### src/rtl/lcd_seq_pkg.sv
// Shared types and constants for the LCD sequencing controller: FSM state
// encoding, command codes, ROM layout and command classification helpers.
`timescale 1ns/1ps
package lcd_seq_pkg;

  localparam int IMG_PIX  = 64;
  localparam int CMD_BASE = 64;
  localparam int ROM_LAST = 127;

  typedef enum logic [2:0] {
    ST_IDLE  = 3'd0,
    ST_LOAD  = 3'd1,
    ST_FETCH = 3'd2,
    ST_ISSUE = 3'd3,
    ST_WRITE = 3'd4,
    ST_DONE  = 3'd5
  } state_e;

  localparam logic [3:0] SHIFT_UP      = 4'd1;
  localparam logic [3:0] SHIFT_DOWN    = 4'd2;
  localparam logic [3:0] SHIFT_LEFT    = 4'd3;
  localparam logic [3:0] SHIFT_RIGHT   = 4'd4;
  localparam logic [3:0] MIRROR_H      = 4'd5;
  localparam logic [3:0] MIRROR_V      = 4'd6;
  localparam logic [3:0] INVERT        = 4'd7;
  localparam logic [3:0] WRITE         = 4'd8;
  localparam logic [3:0] ROT_CW        = 4'd9;
  localparam logic [3:0] ROT_CCW       = 4'd10;
  localparam logic [3:0] BRIGHT_UP     = 4'd11;
  localparam logic [3:0] BRIGHT_DOWN   = 4'd12;
  localparam logic [3:0] THRESHOLD     = 4'd13;
  localparam logic [3:0] INV_THRESHOLD = 4'd14;

  // Codes 0 and anything above INV_THRESHOLD carry no operation.
  function automatic logic is_nop(input logic [7:0] code);
    return (code == 8'd0) || (code > {4'd0, INV_THRESHOLD});
  endfunction

  // The write-back command is handled by the controller itself.
  function automatic logic is_write(input logic [7:0] code);
    return code == {4'd0, WRITE};
  endfunction

endpackage

### src/rtl/lcd_wb_engine.sv
// Write-back engine: walks the datapath image read address over every pixel
// and copies each read word into the output buffer one cycle later.
`timescale 1ns/1ps
module lcd_wb_engine
  import lcd_seq_pkg::*;
#(
  parameter int BEATS = IMG_PIX
) (
  input  logic       clk,
  input  logic       reset,
  input  logic       start_i,
  input  logic [7:0] rd_data_i,
  output logic [5:0] rd_addr_o,
  output logic       irb_we_o,
  output logic [5:0] irb_a_o,
  output logic [7:0] irb_d_o,
  output logic       last_o
);

  localparam logic [5:0] LAST_BEAT = 6'(BEATS - 1);

  logic       active_q, active_d;
  logic [5:0] cnt_q, cnt_d;
  logic       irb_we_q;
  logic [5:0] irb_a_q;
  logic [7:0] irb_d_q;

  // Beat counter: armed by start, runs once over all beats, rests at zero.
  always_comb begin
    active_d = active_q;
    cnt_d    = cnt_q;
    if (start_i) begin
      active_d = 1'b1;
      cnt_d    = 6'd0;
    end else if (active_q) begin
      if (cnt_q == LAST_BEAT) begin
        active_d = 1'b0;
        cnt_d    = 6'd0;
      end else begin
        cnt_d = cnt_q + 6'd1;
      end
    end else begin
      active_d = 1'b0;
      cnt_d    = 6'd0;
    end
  end

  // Counter state and the registered output-buffer write port.
  always_ff @(posedge clk or posedge reset) begin
    if (reset) begin
      active_q <= 1'b0;
      cnt_q    <= 6'd0;
      irb_we_q <= 1'b0;
      irb_a_q  <= 6'd0;
      irb_d_q  <= 8'd0;
    end else begin
      active_q <= active_d;
      cnt_q    <= cnt_d;
      irb_we_q <= active_q;
      if (active_q) begin
        irb_a_q <= cnt_q;
        irb_d_q <= rd_data_i;
      end
    end
  end

  // The counter sits at zero whenever the engine is idle.
  assign rd_addr_o = active_q ? cnt_q : 6'd0;
  assign irb_we_o  = irb_we_q;
  assign irb_a_o   = irb_a_q;
  assign irb_d_o   = irb_d_q;
  assign last_o    = irb_we_q && (irb_a_q == LAST_BEAT);

endmodule

### src/rtl/lcd_seq_ctrl.sv
// LCD sequencing controller: loads an image from ROM into the datapath,
// plays the command list that follows it, then writes the result back.
`timescale 1ns/1ps
module lcd_seq_ctrl
  import lcd_seq_pkg::*;
#(
  parameter int IMG_PIX  = lcd_seq_pkg::IMG_PIX,
  parameter int CMD_BASE = lcd_seq_pkg::CMD_BASE,
  parameter int ROM_LAST = lcd_seq_pkg::ROM_LAST
) (
  input  logic       clk,
  input  logic       reset,
  input  logic       start,
  output logic       rom_en,
  output logic [6:0] rom_a,
  input  logic [7:0] rom_q,
  output logic       ld_valid,
  output logic [5:0] ld_addr,
  output logic [7:0] ld_data,
  output logic       cmd_valid,
  output logic [3:0] cmd_code,
  input  logic       cmd_ready,
  output logic [5:0] rd_addr,
  input  logic [7:0] rd_data,
  output logic       irb_we,
  output logic [5:0] irb_a,
  output logic [7:0] irb_d,
  output logic       busy,
  output logic       done,
  output logic [6:0] cmd_cnt
);

  localparam logic [6:0] LOAD_END  = 7'(IMG_PIX);
  localparam logic [6:0] CMD_START = 7'(CMD_BASE);
  localparam logic [6:0] PTR_LAST  = 7'(ROM_LAST);

  state_e     state_q, state_d;
  logic [6:0] ptr_q, ptr_d;       // load address in LOAD, command pointer after
  logic [7:0] code_q, code_d;     // command byte captured on ISSUE entry
  logic       have_q, have_d;     // code_q holds the current command
  logic [6:0] cnt_q, cnt_d;
  logic       ld_valid_q;
  logic [5:0] ld_addr_q;

  logic       rom_en_s;
  logic [6:0] rom_a_s;
  logic       cmd_val_s;
  logic       adv_s;
  logic       wb_start_s;
  logic       wb_last_s;

  // Next-state, pointer and command decode for the job sequencer.
  always_comb begin
    state_d    = state_q;
    ptr_d      = ptr_q;
    code_d     = code_q;
    have_d     = have_q;
    cnt_d      = cnt_q;
    rom_en_s   = 1'b0;
    rom_a_s    = 7'd0;
    cmd_val_s  = 1'b0;
    adv_s      = 1'b0;
    wb_start_s = 1'b0;
    case (state_q)
      ST_IDLE: begin
        if (start) begin
          state_d = ST_LOAD;
          ptr_d   = 7'd0;
          cnt_d   = 7'd0;
          have_d  = 1'b0;
        end else begin
          state_d = ST_IDLE;
        end
      end
      ST_LOAD: begin
        // Reads run while the pointer is inside the image; one extra cycle
        // lets the final pixel strobe out before the command phase.
        if (ptr_q < LOAD_END) begin
          rom_en_s = 1'b1;
          rom_a_s  = ptr_q;
          ptr_d    = ptr_q + 7'd1;
        end else begin
          state_d = ST_FETCH;
          ptr_d   = CMD_START;
        end
      end
      ST_FETCH: begin
        rom_en_s = 1'b1;
        rom_a_s  = ptr_q;
        have_d   = 1'b0;
        state_d  = ST_ISSUE;
      end
      ST_ISSUE: begin
        if (!have_q) begin
          code_d = rom_q;
          have_d = 1'b1;
        end else if (is_write(code_q)) begin
          have_d     = 1'b0;
          state_d    = ST_WRITE;
          wb_start_s = 1'b1;
        end else if (is_nop(code_q)) begin
          have_d = 1'b0;
          adv_s  = 1'b1;
        end else begin
          cmd_val_s = 1'b1;
          if (cmd_ready) begin
            have_d = 1'b0;
            adv_s  = 1'b1;
            cnt_d  = (cnt_q == 7'd127) ? cnt_q : cnt_q + 7'd1;
          end else begin
            have_d = 1'b1;
          end
        end
        // The last ROM entry ends the command list instead of wrapping.
        if (adv_s) begin
          if (ptr_q == PTR_LAST) begin
            state_d    = ST_WRITE;
            wb_start_s = 1'b1;
          end else begin
            ptr_d   = ptr_q + 7'd1;
            state_d = ST_FETCH;
          end
        end else begin
          ptr_d = ptr_q;
        end
      end
      ST_WRITE: begin
        if (wb_last_s) begin
          state_d = ST_DONE;
        end else begin
          state_d = ST_WRITE;
        end
      end
      ST_DONE: begin
        state_d = ST_IDLE;
      end
      default: begin
        state_d = ST_IDLE;
      end
    endcase
  end

  // Sequencer state, pointer, command capture and accepted-command count.
  always_ff @(posedge clk or posedge reset) begin
    if (reset) begin
      state_q <= ST_IDLE;
      ptr_q   <= 7'd0;
      code_q  <= 8'd0;
      have_q  <= 1'b0;
      cnt_q   <= 7'd0;
    end else begin
      state_q <= state_d;
      ptr_q   <= ptr_d;
      code_q  <= code_d;
      have_q  <= have_d;
      cnt_q   <= cnt_d;
    end
  end

  // Pixel strobe follows each image read by one cycle, when ROM data lands.
  always_ff @(posedge clk or posedge reset) begin
    if (reset) begin
      ld_valid_q <= 1'b0;
      ld_addr_q  <= 6'd0;
    end else begin
      ld_valid_q <= rom_en_s && (state_q == ST_LOAD);
      if (rom_en_s && (state_q == ST_LOAD)) begin
        ld_addr_q <= ptr_q[5:0];
      end
    end
  end

  lcd_wb_engine #(
    .BEATS(IMG_PIX)
  ) u_wb (
    .clk      (clk),
    .reset    (reset),
    .start_i  (wb_start_s),
    .rd_data_i(rd_data),
    .rd_addr_o(rd_addr),
    .irb_we_o (irb_we),
    .irb_a_o  (irb_a),
    .irb_d_o  (irb_d),
    .last_o   (wb_last_s)
  );

  assign rom_en    = rom_en_s;
  assign rom_a     = rom_a_s;
  assign ld_valid  = ld_valid_q;
  assign ld_addr   = ld_addr_q;
  assign ld_data   = ld_valid_q ? rom_q : 8'd0;
  assign cmd_valid = cmd_val_s;
  assign cmd_code  = cmd_val_s ? code_q[3:0] : 4'd0;
  assign busy      = (state_q != ST_IDLE);
  assign done      = (state_q == ST_DONE);
  assign cmd_cnt   = cnt_q;

endmodule

### config.mk
export PLATFORM = sky130hd
export DESIGN_NAME = lcd_seq_ctrl
export DESIGN_NICKNAME = d
export VERILOG_FILES = /design/src/rtl/lcd_seq_pkg.sv /design/src/rtl/lcd_wb_engine.sv /design/src/rtl/lcd_seq_ctrl.sv
export SDC_FILE = /design/constraint.sdc
export NUM_CORES = 1
export LEC_CHECK = 0
export CAP_MARGIN = 0
export CORE_ASPECT_RATIO = 0.75
export CORE_MARGIN = 1.5
export CORE_UTILIZATION = 30
export CTS_CLUSTER_SIZE = 40
export DETAILED_ROUTE_END_ITERATION = 10
export PLACE_DENSITY = 0.61
export SLEW_MARGIN = 20
export SYNTH_ARGS = -nofsm -noshare
export SYNTH_HDL_FRONTEND = slang
export SYNTH_HIERARCHICAL = 1
export SYNTH_SLANG_ARGS = --single-unit
### constraint.sdc
create_clock -name clk -period 3 [get_ports clk]
set_clock_uncertainty 0.2 [all_clocks]
set_input_delay 0.75 -clock clk [delete_from_list [all_inputs] [get_ports clk]]
set_output_delay 0.75 -clock clk [all_outputs]
set_load 0.01 [all_outputs]
==> impl_metrics.ini, run 1 <==
[floorplan]
dieArea_sq_um = 9790
die-width_um = 114
core_area_sq_um = 9010
pin_count = 78
initial_utilization = 0.306
die-height_um = 86.1
num_rows = 30

[global_routing]
pin_count_of_the_biggest_net_entering_global_routing = 34
groute.usage.overall = 0.141
wire_length_of_the_first_global_routing_pass_mm = 11.1
first_global_vias = 2250
antenna_found_initial = 0
overflow = 0

[cells_and_area]
multi_input_area_sq_um = 1350
n_fill_cell = 900
syn_to_final_growth_pct = 41.9
regArea_sq_um = 1380
post_route_cells_drive_above_1_share = 0.208
layout.cells.most_common_list = 70 x sky130_fd_sc_hd__clkdlybuf4s50_1, 53 x sky130_fd_sc_hd__dfrtp_1, 30 x sky130_fd_sc_hd__mux2_2, 26 x sky130_fd_sc_hd__and2_1, 15 x sky130_fd_sc_hd__buf_4
most_common_cell_after_layout_fill_and_taps_aside = sky130_fd_sc_hd__clkdlybuf4s50_1
finish.net_count = 375
diodes = 0

[worst_setup_path]
critPathMaxFanout = 7
worst-endpoint-arrival_ps = 1930
critPathTopFamily = buffers and inverters
endpoint_kind = primary output
worstPathRequired_ps = 2050
critPathLaunchType = flop
worst-setup-path-type = flop to primary output
worstPathBufferInverterCount = 2
critical_path.cell_chain = nor2b_4, nand2_1, a21oi_1, buf_4, and2_1, clkdlybuf4s50_1
worst_path_largest_cell_delay_ps = 530
critPathSlowestCell = sky130_fd_sc_hd__clkdlybuf4s50_1

[sta]
hold_violations = 0
tns_ps = 0
rsz_0062_raised_after_global_routing = no
drv_slew = 0
timing.final.ws_setup_ps = 121
period_minus_slack_ps = 2880
worst_slew_pin_slew_ps = 669
finalHoldWorstSlack_ps = 307
max-slew-margin-rel = 0.552
period_share = 0.960
setup_violations = 0
achievable-frequency_ghz = 0.347

[drt]
via_per_inst = 4.94
ant_nets = 0
first_pass_iters = 4
drtIter0Drc = 90
avgRoutedWirePerCell_um = 14.3
postRouteWirelength_mm = 6.60
via_count = 2287
drcViolationCount = 0

[clock_tree]
clock_sink_count = 55
ctsHtreeMaxLevel = 2
post_cts_buffers = 0
cts_inserted_buffers = 5
cts_root_buffer = sky130_fd_sc_hd__clkbuf_16
clk_path_buf_depth = 2
postCtsHoldBufs = 0
clk-insertion-delay-late_ps = 290
clock_tree_from_tritoncts = built
clock_pin_slew_worst_setup_and_hold_paths_ps = 70

[pwr]
p_switching_mw = 1.07
proportion_of_power_drawn_by_combinational_gates = 0.434
p_per_area_nw_per_um2 = 815
report.power.total_mw = 3.19
max-vdd-ir-drop_uv = 410
internal_power_mw = 2.12
leakage_nw = 1.71
p_sw_frac = 0.336
seqPwrFrac = 0.385
clock_power_share = 0.181

[synth]
yosys_warnings = 6
postSynth.asyncResetShare = 1.00
postSynthNetCount = 282
synth.avg_cell_area_sq_um = 10.7
synth.distinct_cells = 46
synth.yosys.seq_area_share = 0.499
synthCells = 258
postSynth.topFlopCell = sky130_fd_sc_hd__dfrtp_1
synth.area.mux_share = 0.130
synth_edf_count = 0
yosys.area_share.adder = 0.0181
largest_family_of_logic_cells_by_synthesized_area = simple AND/OR/NAND/NOR gates
synth-compound-area-share = 0.107
synth_seq_cells = 55
synth_simple_gate_area_frac = 0.215
synthesis.area_sq_um = 2760
synthXorXnorAreaFrac = 0.00952

[place]
dp_worst_setup_slack_ps = 11.6
buffer_ports.inserted = 77
place_congestion = 0.766
hpwl_mm = 4.79

[flow_run]
max-cap-violations = 0

[outcome]
status = complete, no violations

[worst_hold_path]
min-delay-path-class = flop to flop
==> state kept, by name (all words and copies together), names as in the netlist <==
| signal | count |
|---|---|
| cmd_cnt | 7 |
| code_q | 8 |
| have_q | 1 |
| ld_addr | 6 |
| ld_valid | 1 |
| ptr_q | 7 |
| state_q | 3 |
| u_wb/active_q | 1 |
| u_wb/cnt_q | 6 |
| u_wb/irb_a_o | 6 |
| u_wb/irb_d_o | 8 |
| u_wb/irb_we_o | 1 |
==> logic make-up after synthesis <==
logic type	Yosys count
buffers and inverters	15
AND/OR/NAND/NOR	103
adder cells (fa/ha/maj)	4
AO/OA/AOI/OAI	46
multiplexers	32
flip-flops	55
XOR/XNOR	3
==> Yosys cell counts (4+ instances only) <==
cell type | count | share of area
sky130_fd_sc_hd__a21oi_1 | 13 | 0.024
sky130_fd_sc_hd__and2_1 | 26 | 0.059
sky130_fd_sc_hd__clkbuf_1 | 4 | 0.0054
sky130_fd_sc_hd__dfrtp_1 | 55 | 0.50
sky130_fd_sc_hd__ha_1 | 4 | 0.018
sky130_fd_sc_hd__inv_1 | 8 | 0.011
sky130_fd_sc_hd__mux2_2 | 30 | 0.12
sky130_fd_sc_hd__nand2_1 | 14 | 0.019
sky130_fd_sc_hd__nand2b_1 | 5 | 0.011
sky130_fd_sc_hd__nand3_1 | 10 | 0.018
sky130_fd_sc_hd__nand4_1 | 4 | 0.0091
sky130_fd_sc_hd__nor2_1 | 13 | 0.018
sky130_fd_sc_hd__nor3_1 | 8 | 0.015
sky130_fd_sc_hd__o21ai_0 | 13 | 0.024
==> cell type report <==
type / count / area share
Multi-Input combinational cell: 188 / 0.344
Clock buffer: 6 / 0.0355
Tap cell: 112 / 0.0358
Timing Repair Buffer: 93 / 0.224
Clock inverter: 1 / 0.00128
Sequential cell: 55 / 0.352
Inverter: 8 / 0.00767
==> final timing paths <==
path	start	endpoint	slack [ps]	cells past startpoint
min in group asynchronous	reset	u_wb/irb_d_o[6]$_DFFE_PP0P_	530	2
max in group asynchronous	reset	u_wb/irb_a_o[0]$_DFFE_PP0P_	1560	3
worst max-delay path	state_q[0]$_DFFE_PP0P_	rom_a[3]	120	6
worst max register to register	code_q[4]$_DFFE_PP0P_	u_wb/cnt_q[5]$_DFF_PP0_	470	8
worst min register to register	u_wb/irb_d_o[3]$_DFFE_PP0P_	u_wb/irb_d_o[3]$_DFFE_PP0P_	310	1
worst min-delay path	u_wb/irb_d_o[3]$_DFFE_PP0P_	u_wb/irb_d_o[3]$_DFFE_PP0P_	310	1
==> routing by layer <==
| metal | up-vias | share of wire | routed length [um] | global-route usage |
|---|---|---|---|---|
| met1 | 1109 | 0.52 | 3450 | 0.213 |
| met5 | - | 0 | 0 | 0 |
| met2 | 56 | 0.42 | 2790 | 0.205 |
| met3 | 4 | 0.047 | 310 | 0.0297 |
| met4 | 0 | 0.0064 | 42 | 0.0318 |
| li1 | 1118 | - | - | - |
==> worst register-to-register path, cell delays in order (launching register included) <==
cell	delay, ps
sky130_fd_sc_hd__dfrtp_1	400
sky130_fd_sc_hd__or4_4	560
sky130_fd_sc_hd__buf_4	170
sky130_fd_sc_hd__or3_2	460
sky130_fd_sc_hd__a21oi_1	150
sky130_fd_sc_hd__nor3_1	110
sky130_fd_sc_hd__nor2b_1	160
sky130_fd_sc_hd__o21ai_1	140
sky130_fd_sc_hd__a21oi_2	120
==> power by group through the flow <==
stage          registers [mW]  logic [mW]  clock network [mW]
3_3_place_gp             1.22        1.37                   0
5_1_grt                  1.28        1.52               0.641
6_report                 1.23        1.39               0.576
4_1_cts                  1.23        1.40               0.605
2_1_floorplan            1.20       0.731                   0
3_5_place_dp             1.24        1.38                   0
==> metrics by stage <==
step	util	instances	area (sq um)
6_report	0.435	463	3920
5_1_grt	0.435	463	3920
4_1_cts	0.434	463	3910
3_5_place_dp	0.418	456	3760
3_3_place_gp	0.418	456	3760
2_1_floorplan	-	258	2760
==> what timing repair did <==
| item | in CTS | in global routing |
|---|---|---|
| gates resized for setup | 7 | 15 |
| pin swaps | 0 | 0 |
| setup endpoints to repair | 11 | 10 |
Power figures use the tool's default switching activity.
==> run 2, diff against run 1 <==
--- a/config.mk
+++ b/config.mk
@@ -8,10 +8,11 @@
 export CAP_MARGIN = 0
 export CORE_ASPECT_RATIO = 0.75
 export CORE_MARGIN = 1.5
-export CORE_UTILIZATION = 30
+export CORE_UTILIZATION = 63
 export CTS_CLUSTER_SIZE = 40
 export DETAILED_ROUTE_END_ITERATION = 10
-export PLACE_DENSITY = 0.61
+export DONT_BUFFER_PORTS = 1
+export PLACE_DENSITY = 0.86
 export SLEW_MARGIN = 20
 export SYNTH_ARGS = -nofsm -noshare
 export SYNTH_HDL_FRONTEND = slang
==> impl_metrics.ini, run 2 (synthesized netlist as in run 1, its figures left out) <==
[floorplan]
die-width_um = 79.4
die-height_um = 60.3
pin_count = 78
initial_utilization = 0.668
core_area_sq_um = 4130
num_rows = 20
dieArea_sq_um = 4790

[sta]
drv_slew = 0
timing.final.ws_setup_ps = 130
worst_slew_pin_slew_ps = 813
period_share = 0.957
period_minus_slack_ps = 2870
max-slew-margin-rel = 0.458
hold_violations = 0
achievable-frequency_ghz = 0.348
setup_violations = 0
rsz_0062_raised_after_global_routing = no
tns_ps = 0

[drt]
first_pass_iters = 4
avgRoutedWirePerCell_um = 17.5
via_per_inst = 6.21
postRouteWirelength_mm = 5.65
via_count = 2001
drcViolationCount = 0
drtIter0Drc = 121
ant_nets = 0

[global_routing]
pin_count_of_the_biggest_net_entering_global_routing = 34
first_global_vias = 1786
wire_length_of_the_first_global_routing_pass_mm = 8.91
overflow = 0
groute.usage.overall = 0.249
antenna_found_initial = 0

[cells_and_area]
layout.cells.most_common_list = 55 x sky130_fd_sc_hd__dfrtp_1, 30 x sky130_fd_sc_hd__mux2_2, 26 x sky130_fd_sc_hd__and2_1, 14 x sky130_fd_sc_hd__nand2_1
post_route_cells_drive_above_1_share = 0.217
most_common_cell_after_layout_fill_and_taps_aside = sky130_fd_sc_hd__dfrtp_1
final_cells = 322
syn_to_final_growth_pct = 8.61
finish.net_count = 290
diodes = 0
post-route-util = 0.726

[clock_tree]
cts_root_buffer = sky130_fd_sc_hd__clkbuf_8
clock_pin_slew_worst_setup_and_hold_paths_ps = 100
ctsHtreeMaxLevel = 2
clk-insertion-delay-late_ps = 310
clock_tree_from_tritoncts = built
cts_inserted_buffers = 5
clk_path_buf_depth = 2
clock_sink_count = 55

[pwr]
report.power.total_mw = 2.72
p_per_area_nw_per_um2 = 909
leakage_nw = 1.33
max-vdd-ir-drop_uv = 611

[worst_setup_path]
worstPathRequired_ps = 2050
critPathSlowestCell = sky130_fd_sc_hd__or4_4
worst_path_largest_cell_delay_ps = 580
worst-endpoint-arrival_ps = 1920
endpoint_kind = primary output
critPathMaxFanout = 5
worst-setup-path-type = flop to primary output
critPathLaunchType = flop
critical_path.cell_chain = or4_4, nor4_2, buf_4, and2_1

[place]
place_congestion = 0.864
dp.cells = 314
dp_worst_setup_slack_ps = 445
hpwl_mm = 4.06
buffer_ports.inserted = 0

[flow_run]
max-cap-violations = 0

[worst_hold_path]
min-delay-path-class = input port to asynchronous set/reset pin

[outcome]
status = complete, no violations
[run 2: cell type report]
type / instances / area [sq um]
well taps: 55 / 68.8
flip-flops and latches: 55 / 1380
multi-input cells: 188 / 1330
repair buffers: 8 / 60.1
clock buffers: 6 / 72.6
fillers: 301 / 1130
clock inverters: 2 / 60.1
inverters: 8 / 30.0
[run 2: routing by layer]
metal  part of all wire  up-vias  wire, um  track usage
met4              0.020        0       111        0.105
met2               0.42       77      2370        0.331
met1               0.48      965      2710        0.372
li1                   -      950         -            -
met5                  0        -         0            0
met3              0.081        9       457       0.0840
[run 2: final timing paths]
path	endpoint	start	cells past startpoint	slack, ps
min in group clk	cmd_cnt[6]$_DFFE_PP0P_	start	1	320
max in group asynchronous	u_wb/irb_a_o[3]$_DFFE_PP0P_	reset	1	1820
worst min-delay path	state_q[2]$_DFFE_PP0P_	reset	2	210
worst max register to register	ptr_q[0]$_DFFE_PP0P_	ptr_q[0]$_DFFE_PP0P_	6	480
worst max-delay path	cmd_code[0]	code_q[4]$_DFFE_PP0P_	4	130
worst min register to register	u_wb/cnt_q[0]$_DFF_PP0_	u_wb/cnt_q[0]$_DFF_PP0_	1	330
[run 2: worst max-delay path: cells and delay by family (launching register included)]
kind | cells | cell delay [ps]
buffers and inverters | 1 | 180
flip-flops | 1 | 400
AND/OR/NAND/NOR | 3 | 1040
[run 2: where the power goes]
group	leakage [nW]	internal [mW]	total (mW)	switching, mW
combinational	0.582	0.423	0.856	0.434
sequential	0.684	0.975	1.30	0.324
clock	0.0654	0.334	0.569	0.235
[run 2: timing repair]
action | in CTS | in global routing
resized for setup | 0 | 1
endpoints found under the setup margin | 0 | 1
buffers inserted | 0 | 0
hold buffers | 0 | 0
[run 2: stage by stage]
step	hold WS [ps]	area (sq um)
after floorplan	211	2760
after global placement	313	2860
after detailed placement	318	2860
after CTS	222	2990
after global routing	238	3000
final	207	3000
